## src/rtl/pwm_capture.sv

```systemverilog
// ============================================================================
//  Module   : pwm_capture
//  Purpose  : Measures period and high time of an external PWM line and
//             flags a stuck-high / stuck-low line.
//  Revision : 1.0  initial release
// ============================================================================
`default_nettype none

module pwm_capture #(
    parameter int W = 8
) (
    input  logic         clk,
    input  logic         rst_n,
    input  logic         pwm_in,
    output logic [W-1:0] period_out,
    output logic [W-1:0] duty_out,
    output logic         valid,
    output logic         stuck,
    output logic         level,
    output logic         locked
);

    localparam logic [W-1:0] c_MAX = '1;
    localparam logic [W-1:0] c_ONE = {{(W-1){1'b0}}, 1'b1};

    typedef enum logic [0:0] {
        ST_IDLE    = 1'b0,
        ST_MEASURE = 1'b1
    } state_t;

    state_t       state_q;
    logic         s1_q;
    logic         pwm_s_q;
    logic         pwm_d_q;
    logic [W-1:0] period_cnt_q;
    logic [W-1:0] high_cnt_q;
    logic [W-1:0] period_q;
    logic [W-1:0] duty_q;
    logic         valid_q;
    logic         stuck_q;
    logic         level_q;
    logic         locked_q;
    logic         pwm_rise;

    assign pwm_rise = pwm_s_q & ~pwm_d_q;

    always_ff @(posedge clk) begin
        if (!rst_n) begin
            s1_q         <= 1'b0;
            pwm_s_q      <= 1'b0;
            pwm_d_q      <= 1'b0;
            state_q      <= ST_IDLE;
            period_cnt_q <= '0;
            high_cnt_q   <= '0;
            period_q     <= '0;
            duty_q       <= '0;
            valid_q      <= 1'b0;
            stuck_q      <= 1'b0;
            level_q      <= 1'b0;
            locked_q     <= 1'b0;
        end else begin
            s1_q    <= pwm_in;
            pwm_s_q <= s1_q;
            pwm_d_q <= pwm_s_q;
            valid_q <= 1'b0;

            case (state_q)
                ST_IDLE: begin
                    // First edge only arms the measurement; nothing to report yet.
                    if (pwm_rise) begin
                        state_q      <= ST_MEASURE;
                        period_cnt_q <= c_ONE;
                        high_cnt_q   <= c_ONE;
                        stuck_q      <= 1'b0;
                        locked_q     <= 1'b1;
                    end
                end

                ST_MEASURE: begin
                    if (pwm_rise) begin
                        period_q     <= period_cnt_q;
                        duty_q       <= high_cnt_q;
                        valid_q      <= 1'b1;
                        period_cnt_q <= c_ONE;
                        high_cnt_q   <= c_ONE;
                    end else if (period_cnt_q == c_MAX) begin
                        // No edge within MAX cycles: report the line as stuck.
                        state_q  <= ST_IDLE;
                        stuck_q  <= 1'b1;
                        level_q  <= pwm_s_q;
                        locked_q <= 1'b0;
                        valid_q  <= 1'b1;
                        period_q <= '0;
                        duty_q   <= pwm_s_q ? c_MAX : '0;
                    end else begin
                        period_cnt_q <= period_cnt_q + c_ONE;
                        if (pwm_s_q) begin
                            high_cnt_q <= high_cnt_q + c_ONE;
                        end
                    end
                end

                default: begin
                    state_q <= ST_IDLE;
                end
            endcase
        end
    end

    assign period_out = period_q;
    assign duty_out   = duty_q;
    assign valid      = valid_q;
    assign stuck      = stuck_q;
    assign level      = level_q;
    assign locked     = locked_q;

endmodule

`default_nettype wire

```

## config.mk

```make
export PLATFORM = sky130hd
export DESIGN_NAME = pwm_capture
export DESIGN_NICKNAME = d
export VERILOG_FILES = /design/src/rtl/pwm_capture.sv
export SDC_FILE = /design/constraint.sdc
export NUM_CORES = 1
export LEC_CHECK = 0
export CAP_MARGIN = 20
export CORE_UTILIZATION = 48
export DETAILED_ROUTE_END_ITERATION = 10
export GPL_TIMING_DRIVEN = 0
export PLACE_DENSITY_LB_ADDON = 0.05
export RECOVER_POWER = 50
export SLEW_MARGIN = 20
export SYNTH_ARGS = -nofsm -noshare
export SYNTH_HDL_FRONTEND = slang
export SYNTH_SLANG_ARGS = --single-unit
```

## constraint.sdc

```tcl
create_clock -name clk -period 1.66 [get_ports clk]
set_input_delay 0.332 -clock clk [delete_from_list [all_inputs] [get_ports clk]]
set_output_delay 0.332 -clock clk [all_outputs]
set_load 0.01 [all_outputs]
```

======== Word level (Yosys, flattened, before mapping) ========
Index checks and enable logic that the tools add are counted.
word-level totals
  bits of input ports ..................... 3
  flip-flop bits (word level) ............. 40
operators by class
  mux-type cells .......................... 27
  reduce and logical (&&, ||, !) cells .... 7
  add/subtract/negate cells ............... 2
  bitwise gates (word level) .............. 4
  eq/ne operators ......................... 6
operators with widths
  operator                                                          number
  8-bit 2-to-1 mux                                                  11
  8-bit one-hot mux with 2 select lines                             2
  8-bit by 1-bit adder with 8-bit output (second input constant)    2
  1-bit 2-to-1 mux                                                  11
  3-bit AND reduction                                               3
  8-bit equality test (second input constant)                       1
  1-bit one-hot mux with 2 select lines                             3
  2-bit AND reduction                                               3
  2-bit != test (second input constant)                             2
  3-bit by 1-bit != test with 1-bit output (second input constant)  1
  3-bit != test (second input constant)                             1
  1-bit inverter                                                    3
  2-bit by 1-bit != test with 1-bit output (second input constant)  1
  2-bit nonzero test                                                1
  1-bit AND                                                         1

======== Depth between registers and ports, before layout ========
Gate-level depths: netlist of the first run.
  depth after elaboration ................. 5
  depth in mapped cells ................... 6

======== Worst setup path before layout of the first run ========
OpenSTA, ideal clock, no wires.
  kind .................................... register -> register
  start point ............................. register period_cnt_q[0]
  end point ............................... register period_q[2], in the netlist period_out[2]
  setup time .............................. 117 ps
  clock period less this slack ............ 1,536 ps
  buffers on the path ..................... 1
  required time ........................... 1,543 ps
  slack ................................... 124 ps
  stages on the path, launching flop included .. 7
  arrival ................................. 1,418 ps
  cells stage by stage .................... dfxtp_1 -> ha_1 -> nand3_1 -> o21ai_2 -> nand2_2 -> buf_6 -> a32o_1
between the ends
  cells in the longest elaborated chain, start to end .. 3
ends and longest elaborated chain
  what                           RTL line  text
  start: declaration             35        logic [W-1:0] period_cnt_q;
  start signal: assignment       72        period_cnt_q <= c_ONE;
  start signal: assignment       84        period_cnt_q <= c_ONE;
  start signal: assignment       96        period_cnt_q <= period_cnt_q + c_ONE;
  8-bit equality test            86        end else if (period_cnt_q == c_MAX) begin
  2-bit nonzero test (no line)   n/a
  2-bit AND reduction (no line)  n/a
  end signal: assignment         81        period_q <= period_cnt_q;
  end: declaration               37        logic [W-1:0] period_q;
Every way passes these cells.
A chain may end at the register's enable or synchronous reset.

======== Final worst setup path of the first run ========
  start point ............................. register duty_q[1], in the netlist duty_out[1]
  end point ............................... output duty_out[1]
RTL lines
  what                      RTL line  text
  start: declaration        38        logic [W-1:0] duty_q;
  start signal: assignment  82        duty_q <= high_cnt_q;
  start signal: assignment  94        duty_q <= pwm_s_q ? c_MAX : '0;
  end: declaration          16        output logic [W-1:0] duty_out,
No word-level cell between the ends.

==> impl_metrics.csv, run 1 <==
group,metric,value,unit
yosys,xor_xnor_share_of_the_synthesized_area,0.0256,
timing,layout_min_cycle_time,1.60,ns
yosys,postSynth.topFlopCell,"dfxtp_1",
cts,tritoncts_num_sinks,40,
timing,tns,0,ns
worst_setup_path,arrival,1.27,ns
yosys,synth-compound-area-share,0.216,
final_layout,num_antenna_cells,0,
yosys,synth_fp_nets,185,
pwr,power_per_cell_area,797,nW/um^2
yosys,distinct_cell_type_count_after_synthesis,41,
drt,routed-via-count,1475,
global_routing,grt_max_degree,14,
yosys,synth-simple-area-share,0.190,
pwr,peakVddDrop,0.000599,V
outcome,status,"completed",
cts,clk-insertion-delay-late,0.36,ns
drt,drt_first_pass_iters,4,
global_routing,number_of_antenna_violations_at_the_first_check_in_global_routing,0,
yosys,synth.cell_area,1710,um^2
timing,fin_worst_skew,0.00489,ns
cts,htreeDepth,2,
yosys,synth_top_family_by_area,"compound AO/OA/AOI/OAI gates",
yosys,synth-adder-area-share,0.0146,
cts,cts-resized-gates,2,
final_layout,fin_util,0.634,
worst_setup_path,r2r-start,"period_cnt_q[0]$_SDFFE_PN0P_",
worst_setup_path,critical_path.max_fanout,2,
yosys,synthesis.yosys.warnings,0,
drt,average_routed_wire_per_standard_cell,14.6,um
die,floorplan.die.width,61.7,um
timing,timing.fmax,0.625,GHz
worst_setup_path,critPathLaunchType,"flop",
worst_setup_path,critPathSlowestCell,"clkdlybuf4s50_1",
yosys,muxShareOfSynthArea,0.0468,
yosys,synth_seq_area_share,0.468,
timing,finalSetupViolations,0,
cts,tritoncts.num_buffers,5,
yosys,syn_avg_cell_area,9.51,um^2
placed_design,globalplace.congestion,0.863,
worst_setup_path,worst-path-buf-inv,1,
worst_setup_path,crit_chain,"clkdlybuf4s50_1",
yosys,ys_seq_elements,40,
die,rows,21,
final_layout,num-fill-cells,294,
final_layout,layout-drive-gt1-share,0.152,
worst_setup_path,critical_path_endpoint,"duty_out[1]",
final_layout,finalInstanceArea,2130,um^2
worst_setup_path,worst_setup_path_end_kind,"primary output",
timing,grt_setup_unrepaired,"false",
cts,cts_tree,"done",
pwr,totalPowerFinal,1.70,mW
yosys,synth_enable_flop_cells,0,
die,number_of_placed_i_o_pins,23,
timing,slew-limit-headroom,0.635,
die,die_height,61.7,um
worst_setup_path,timing.critical_path.depth,1,
die,initial_utilization,0.509,
global_routing,first_global_vias,1332,
die,core_area,3360,um^2
cts,clk_pin_slew_worst_paths,0.11,ns
placed_design,estimated_wirelength_of_the_detail_placed_design,2670,um
worst_setup_path,rrSetupSlack,0.09,ns
cts,total_of_hold_buffers_inserted_after_clock_tree_synthesis,0,
placed_design,dp_worst_setup_slack,-0.262,ns
drt,viasPerCell,5.76,
hold_path,min-delay-path-class,"flop to flop",
yosys,synthCells,180,
final_layout,num-nets-final,214,
die,dieArea,3810,um^2
worst_setup_path,ff2ff_path_depth,6,
timing,final_max_slew_viol_count,0,
cts,post_cts_buffers,0,
global_routing,grt_remaining_overflow,0,
drt,detail-route-antenna-nets,0,
run,maxcap_violations,0,
cts,root_buffer,"clkbuf_4",
global_routing,track_usage,0.217,
yosys,share_of_flip_flops_with_an_asynchronous_set_or_reset,0,
worst_setup_path,worst_path_largest_cell_delay,0.55,ns
placed_design,placement.io_buffers,22,
final_layout,areaGrowthSynthToFinish,24.5,%
placed_design,place_area,1990,um^2
worst_setup_path,family_of_cells_with_the_greatest_summed_delay_on_the_critical_path,"buffers and inverters",
worst_setup_path,startpoint,"duty_out[1]$_SDFFE_PN0P_",
drt,routed_wl,3740,um
drt,remaining_design_rule_violation_count,0,
timing,slew_of_the_pin_with_the_lowest_slew_margin,0.546,ns
worst_setup_path,timing_worst_setup_path_type,"flop to primary output",
drt,initialDrtViolationCount,85,
timing,final_period_util,0.963,
global_routing,grt_pass1_wl,5820,um
timing,timing.final.ws_setup,0.0613,ns
worst_setup_path,regToRegEndpoint,"high_cnt_q[7]$_SDFFE_PN0P_",
worst_setup_path,critPathRequiredTime,1.33,ns
pwr,power.static_leakage,0.770,nW
timing,report.final.hold_viol_count,0,
cts,clockBufferDepth,2,
power by group:
group | internal (mW) | switching (mW) | total (mW) | leakage [nW]
logic | 0.0263 | 0.0514 | 0.0777 | 0.405
registers | 0.970 | 0.0141 | 0.985 | 0.324
clock network | 0.314 | 0.321 | 0.635 | 0.0412
total | 1.31 | 0.387 | 1.70 | 0.770
cells in the mapped netlist (2+ instances only):
cell      count  area share
a21oi_1      12       0.035
a32o_1        8       0.047
and2_1        4       0.015
and3_1        4       0.015
and4_1        2       0.010
buf_2         3      0.0088
clkbuf_1      4      0.0088
dfxtp_1      40        0.47
ha_1          2       0.015
inv_1         3      0.0066
mux2i_1       8       0.047
nand2_1      19       0.042
nand2_2       2      0.0073
nand3_1       8       0.023
nand4_1       6       0.022
nor2_1        9       0.020
nor3_1        2      0.0058
o211ai_1     11       0.048
o21ai_0       4       0.012
o21ai_2       2       0.010
o32ai_1       4       0.020
xor2_1        4       0.020
layout make-up:
cell class / count / area, um^2 / share of cell area
clock inverters: 3 / 42.5 / 0.0200
inverters: 4 / 15.0 / 0.00705
flip-flops and latches: 40 / 803 / 0.377
plain buffers: 10 / 53.8 / 0.0252
clock buffers: 5 / 37.5 / 0.0176
multi-input cells: 126 / 901 / 0.423
repair buffers: 22 / 220 / 0.103
well taps: 46 / 57.6 / 0.0270
cell families after synthesis:
kind of cell    after synthesis
fa+ha+maj                     2
mux                           8
compound gates               49
buf+inv                      14
simple gates                 62
flops                        40
xor+xnor                      5
how the worst min path moves through the flow:
stage	startpoint	to	depth (start not counted)
6_report	s1_q$_SDFF_PN0_	pwm_s_q$_SDFF_PN0_	1
5_1_grt	duty_out[3]$_SDFFE_PN0P_	duty_out[3]$_SDFFE_PN0P_	2
4_1_cts	s1_q$_SDFF_PN0_	pwm_s_q$_SDFF_PN0_	1
3_5_place_dp	s1_q$_SDFF_PN0_	pwm_s_q$_SDFF_PN0_	1
3_3_place_gp	s1_q$_SDFF_PN0_	pwm_s_q$_SDFF_PN0_	1
2_1_floorplan	s1_q$_SDFF_PN0_	pwm_s_q$_SDFF_PN0_	1
sequential cells by signal, indices dropped and copies added (netlist names):
register      cells
duty_out          8
high_cnt_q        8
period_cnt_q      8
period_out        8
level             1
locked            1
pwm_d_q           1
pwm_s_q           1
s1_q              1
state_q           1
stuck             1
valid             1
stage by stage:
stage | hold slack, ns | instances
floorplan | 0.412 | 180
global placement | 0.429 | 248
detailed placement | 0.427 | 248
CTS | 0.458 | 256
global route | 0.492 | 256
finish | 0.458 | 256
per-layer routing:
metal	vias to the layer above	global-route usage	routed length [um]	share of wire
met5	-	0	0	0
met4	0	0.117	101	0.027
met3	12	0.0600	127	0.034
met2	30	0.376	1910	0.51
met1	701	0.240	1610	0.43
li1	732	-	-	-
layout by cell type, fill, tap and decap left out, types with 5 or more instances in the layout:
| cell | instances |
|---|---|
| nand4_1 | 6 |
| a32o_1 | 8 |
| nand2_1 | 19 |
| nor2_1 | 8 |
| clkbuf_4 | 5 |
| a21oi_1 | 12 |
| dfxtp_1 | 38 |
| o211ai_1 | 11 |
| mux2i_1 | 8 |
| clkdlybuf4s50_1 | 21 |
| nand3_1 | 7 |
Power figures use the tool's default switching activity.
==> inputs of run 2 (changes only) <==
--- a/config.mk
+++ b/config.mk
@@ -6,7 +6,9 @@
 export NUM_CORES = 1
 export LEC_CHECK = 0
 export CAP_MARGIN = 20
-export CORE_UTILIZATION = 48
+export CELL_PAD_IN_SITES_DETAIL_PLACEMENT = 1
+export CELL_PAD_IN_SITES_GLOBAL_PLACEMENT = 1
+export CORE_UTILIZATION = 37
 export DETAILED_ROUTE_END_ITERATION = 10
 export GPL_TIMING_DRIVEN = 0
 export PLACE_DENSITY_LB_ADDON = 0.05
==> run 2 against run 1 <==
Against the previous run: worst hold slack worse by 0.017 ns; global-route usage shrank 2.7 points; combinational power up 4.6%; die area grew 29%; critical path depth did not move; first-iteration DRC count shrank 58%.
==> impl_metrics.csv, run 2 (synthesized netlist as in run 1, its figures left out) <==
group,metric,value,unit
cts,total_of_hold_buffers_inserted_after_clock_tree_synthesis,0,
die,floorplan.die.width,70.0,um
cts,tritoncts_num_sinks,40,
final_layout,num_antenna_cells,0,
worst_setup_path,critical_path.max_fanout,2,
worst_setup_path,family_of_cells_with_the_greatest_summed_delay_on_the_critical_path,"buffers and inverters",
global_routing,grt_util_met2,0.361,
drt,routed-via-count,1481,
timing,fin_worst_skew,0.00544,ns
final_layout,num-nets-final,213,
timing,final_max_slew_viol_count,0,
timing,timing.fmax,0.638,GHz
timing,layout_min_cycle_time,1.57,ns
hold_path,min-delay-path-class,"flop to flop",
final_layout,fin_cells,261,
placed_design,placement.io_buffers,22,
outcome,status,"completed",
placed_design,placed_cells_incl_taps,254,
worst_setup_path,worst-path-buf-inv,1,
worst_setup_path,worst_setup_path_end_kind,"primary output",
pwr,power_per_cell_area,809,nW/um^2
timing,tns,0,ns
cts,post_cts_buffers,0,
global_routing,track_usage,0.190,
timing,slew_of_the_pin_with_the_lowest_slew_margin,0.495,ns
cts,tritoncts.num_buffers,5,
placed_design,place_area,2000,um^2
placed_design,globalplace.congestion,0.848,
global_routing,first_global_vias,1517,
worst_setup_path,worst_path_largest_cell_delay,0.61,ns
cts,cts_tree,"done",
final_layout,num-fill-cells,512,
die,die_height,70.0,um
placed_design,estimated_wirelength_of_the_detail_placed_design,3190,um
timing,grt_setup_unrepaired,"false",
global_routing,grt_remaining_overflow,0,
cts,clk-insertion-delay-late,0.29,ns
worst_setup_path,arrival,1.24,ns
cts,clk_pin_slew_worst_paths,0.08,ns
drt,remaining_design_rule_violation_count,0,
timing,report.final.hold_viol_count,0,
run,maxcap_violations,0,
worst_setup_path,timing_worst_setup_path_type,"flop to primary output",
worst_setup_path,critPathLaunchType,"flop",
pwr,peakVddDrop,0.000431,V
global_routing,grt_max_degree,14,
final_layout,finalInstanceArea,2160,um^2
die,initial_utilization,0.388,
global_routing,groute.layer.met1.usage,0.210,
global_routing,met3_usage,0.0433,
drt,detail-route-antenna-nets,0,
final_layout,areaGrowthSynthToFinish,26.4,%
die,number_of_placed_i_o_pins,23,
global_routing,grt_pass1_wl,7380,um
global_routing,number_of_antenna_violations_at_the_first_check_in_global_routing,0,
drt,average_routed_wire_per_standard_cell,16.5,um
drt,initialDrtViolationCount,36,
timing,final_period_util,0.944,
die,rows,24,
global_routing,gr-max-usage-layer,"met2",
final_layout,layout_common_cells,"dfxtp_1, nand2_1, dlygate4sd3_1",
drt,viasPerCell,5.67,
timing,slew-limit-headroom,0.670,
cts,clockBufferDepth,2,
final_layout,mostFrequentLayoutCell,"dfxtp_1",
cts,htreeDepth,2,
pwr,power.static_leakage,0.809,nW
worst_setup_path,critPathSlowestCell,"dlygate4sd3_1",
final_layout,layout-drive-gt1-share,0.172,
worst_setup_path,critPathRequiredTime,1.33,ns
drt,routed_wl,4310,um
timing,finalSetupViolations,0,
drt,drt_first_pass_iters,4,
worst_setup_path,crit_chain,"dlygate4sd3_1",
die,core_area,4410,um^2
cts,root_buffer,"clkbuf_8",
die,dieArea,4900,um^2
## run 2: layer usage
layer  vias up  part of all wire
met5         -                 0
met4         0            0.0079
met3         5             0.028
met2        18              0.53
met1       728              0.43
li1        730                 -
## run 2: layout make-up
type / instances / area (um^2) / share of cell area
Timing Repair Buffer: 22 / 220 / 0.102
Tap cell: 52 / 65.1 / 0.0301
Clock buffer: 6 / 82.6 / 0.0382
Sequential cell: 40 / 803 / 0.371
Clock inverter: 2 / 15.0 / 0.00694
Inverter: 4 / 15.0 / 0.00694
Multi-Input combinational cell: 126 / 916 / 0.423
Buffer: 9 / 46.3 / 0.0214
## run 2: power breakdown
part / switching, mW / leakage [nW] / internal [mW]
clock: 0.349 / 0.0434 / 0.337
combinational: 0.0540 / 0.442 / 0.0273
sequential: 0.0143 / 0.324 / 0.970
## run 2: stage by stage
step / setup slack (ns) / power, mW / hold slack, ns / utilization
finish: 0.0927 / 1.75 / 0.441 / 0.490
global route: 0.00626 / 1.84 / 0.460 / 0.490
CTS: 0.00116 / 1.77 / 0.448 / 0.478
detailed placement: -0.324 / 1.08 / 0.428 / 0.452
global placement: -0.278 / 1.08 / 0.429 / 0.452
floorplan: 0.124 / 1.05 / 0.412 / -
## run 2: path summary, 6_finish.rpt
kind	start	slack (ns)	to	cells after the start
worst max-delay path	duty_out[2]$_SDFFE_PN0P_	0.09	duty_out[2]	1
worst min-delay path	s1_q$_SDFF_PN0_	0.44	pwm_s_q$_SDFF_PN0_	1
worst max register to register	period_cnt_q[0]$_SDFFE_PN0P_	0.10	period_out[2]$_SDFFE_PN0P_	6
worst min register to register	s1_q$_SDFF_PN0_	0.44	pwm_s_q$_SDFF_PN0_	1
## run 2: timing repair
item,4_1_cts,5_1_grt
gates cloned,0,0
gates resized for setup,5,13
pin swaps,0,1
endpoints found under the setup margin,17,19
==> inputs of run 3 (changes only) <==
--- a/config.mk
+++ b/config.mk
@@ -8,7 +8,7 @@
 export CAP_MARGIN = 20
 export CELL_PAD_IN_SITES_DETAIL_PLACEMENT = 1
 export CELL_PAD_IN_SITES_GLOBAL_PLACEMENT = 1
-export CORE_UTILIZATION = 37
+export CORE_UTILIZATION = 35
 export DETAILED_ROUTE_END_ITERATION = 10
 export GPL_TIMING_DRIVEN = 0
 export PLACE_DENSITY_LB_ADDON = 0.05
==> run 3 against run 2 <==
Against the previous run: sequential power barely moved; cell count rose by 6.1%; fmax fell by 1.3%; die area rose by 5.5%; clock skew fell by 0.0030 ns; critical path depth rose by 5; sequential share of layout area rose by 0.094 points; largest cell class unchanged; highest routed layer unchanged.
==> impl_metrics.csv, run 3 (synthesized netlist as in run 1, its figures left out) <==
group,metric,value,unit
drt,viasPerCell,5.38,
worst_setup_path,startpoint,"period_cnt_q[0]$_SDFFE_PN0P_",
pwr,totalPowerFinal,1.73,mW
placed_design,placement.io_buffers,22,
hold_path,min-delay-path-class,"flop to flop",
final_layout,layout-drive-gt1-share,0.152,
global_routing,number_of_antenna_violations_at_the_first_check_in_global_routing,0,
final_layout,areaGrowthSynthToFinish,26.5,%
global_routing,track_usage,0.194,
drt,remaining_design_rule_violation_count,0,
timing,tns,0,ns
timing,finalSetupViolations,0,
worst_setup_path,timing_worst_setup_path_type,"flop to flop",
die,number_of_placed_i_o_pins,23,
placed_design,estimated_wirelength_of_the_detail_placed_design,3260,um
outcome,status,"completed",
pwr,power_per_cell_area,801,nW/um^2
worst_setup_path,r2r-start,"period_cnt_q[0]$_SDFFE_PN0P_",
hold_path,min_from,"s1_q$_SDFF_PN0_",
worst_setup_path,critPathLaunchType,"flop",
final_layout,num_antenna_cells,0,
pwr,netSwitchingFraction,0.229,
pwr,clockPowerShare,0.386,
drt,routed_wl,4490,um
final_layout,fin_cells,277,
die,die_height,71.9,um
drt,initialDrtViolationCount,46,
drt,average_routed_wire_per_standard_cell,16.2,um
cts,htreeDepth,2,
pwr,power.share.sequential,0.567,
timing,report.final.hold_viol_count,0,
placed_design,globalplace.congestion,0.837,
pwr,power.internal,1.34,mW
cts,clk_pin_slew_worst_paths,0.07,ns
timing,grt_setup_unrepaired,"false",
cts,cts_tree,"done",
cts,root_buffer,"clkbuf_8",
cts,tritoncts.num_buffers,5,
global_routing,grt_max_degree,12,
pwr,p_switching,0.398,mW
final_layout,layout_common_cells,"dfxtp_1, nand2_1, clkdlybuf4s50_1",
timing,fin_worst_skew,0.00243,ns
worst_setup_path,arrival,1.76,ns
global_routing,first_global_vias,1508,
cts,clockBufferDepth,2,
cts,tritoncts_num_sinks,40,
global_routing,grt_remaining_overflow,0,
drt,drt_first_pass_iters,4,
timing,timing.fmax,0.630,GHz
final_layout,num-nets-final,214,
final_layout,finalInstanceArea,2160,um^2
pwr,power.static_leakage,0.802,nW
die,initial_utilization,0.362,
cts,total_of_hold_buffers_inserted_after_clock_tree_synthesis,0,
drt,routed-via-count,1491,
final_layout,mostFrequentLayoutCell,"dfxtp_1",
worst_setup_path,worst_setup_path_end_kind,"flop",
pwr,power_frac_comb,0.046,
die,rows,25,
worst_setup_path,critPathRequiredTime,1.83,ns
run,maxcap_violations,0,
timing,layout_min_cycle_time,1.59,ns
timing,slew-limit-headroom,0.706,
die,dieArea,5170,um^2
placed_design,place_area,2020,um^2
die,floorplan.die.width,71.9,um
die,core_area,4720,um^2
timing,final_period_util,0.957,
pwr,peakVddDrop,0.000436,V
timing,slew_of_the_pin_with_the_lowest_slew_margin,0.442,ns
timing,final_max_slew_viol_count,0,
global_routing,grt_pass1_wl,7570,um
placed_design,placed_cells_incl_taps,269,
drt,detail-route-antenna-nets,0,
cts,clk-insertion-delay-late,0.29,ns
worst_setup_path,critical_path.max_fanout,7,
==> run 3: changes by cell type in the layout (fill, tap and decap cells not counted), sizes merged <==
cell,previous run,this run
clkdlybuf4s50,10,14
dlygate4sd3,12,8
buf,2,5
clkinvlp,2,0
==> run 3: worst paths after layout <==
path	to	slack [ns]	depth (start not counted)
min	pwm_s_q$_SDFF_PN0_	0.46	1
max reg2reg	high_cnt_q[2]$_SDFFE_PN0P_	0.07	6
max	high_cnt_q[2]$_SDFFE_PN0P_	0.07	6
min reg2reg	pwm_s_q$_SDFF_PN0_	0.46	1
==> run 3: per-stage QoR <==
stage	utilization	worst slack (ns)	hold WS (ns)
after floorplan	-	0.124	0.412
after global placement	0.427	-0.297	0.428
after CTS	0.451	0.0152	0.467
after global routing	0.458	0.00675	0.471
final	0.458	0.0717	0.460
after detailed placement	0.427	-0.292	0.439
==> run 3: layer usage <==
metal	GRT usage	up-vias	wire length, um
li1	-	732	-
met1	0.222	738	1920
met2	0.346	14	2400
met3	0.0417	7	88
met4	0.0937	0	77
met5	0	-	0
==> run 3: critical path, stage by stage, from the launching register on <==
cell,delay [ns]
dfxtp_2,0.36
ha_4,0.18
and3_1,0.18
buf_2,0.17
a21o_1,0.27
o211ai_1,0.21
o31ai_1,0.10
==> run 3: power by group through the flow <==
stage / Sequential, mW / Clock, mW / Combinational (mW)
floorplan: 1.00 / 0 / 0.0495
global placement: 1.00 / 0 / 0.0764
detailed placement: 1.00 / 0 / 0.0781
CTS: 0.983 / 0.691 / 0.0793
global route: 0.985 / 0.748 / 0.0889
finish: 0.984 / 0.670 / 0.0798
==> run 3: final cells by class <==
type                       instances  area [um^2]
clock buffer                       8         90.1
tap                               67         83.8
inverter                           4         15.0
multi-input combinational        126          896
timing repair buffer              22          220
buffer                            10         53.8
sequential                        40          806
fill                             538         2560
==> run 3: what timing repair did <==
action	in CTS	in global routing
buffers inserted	0	0
pin swaps	0	1
endpoints found under the setup margin	16	20
gates resized for setup	5	10
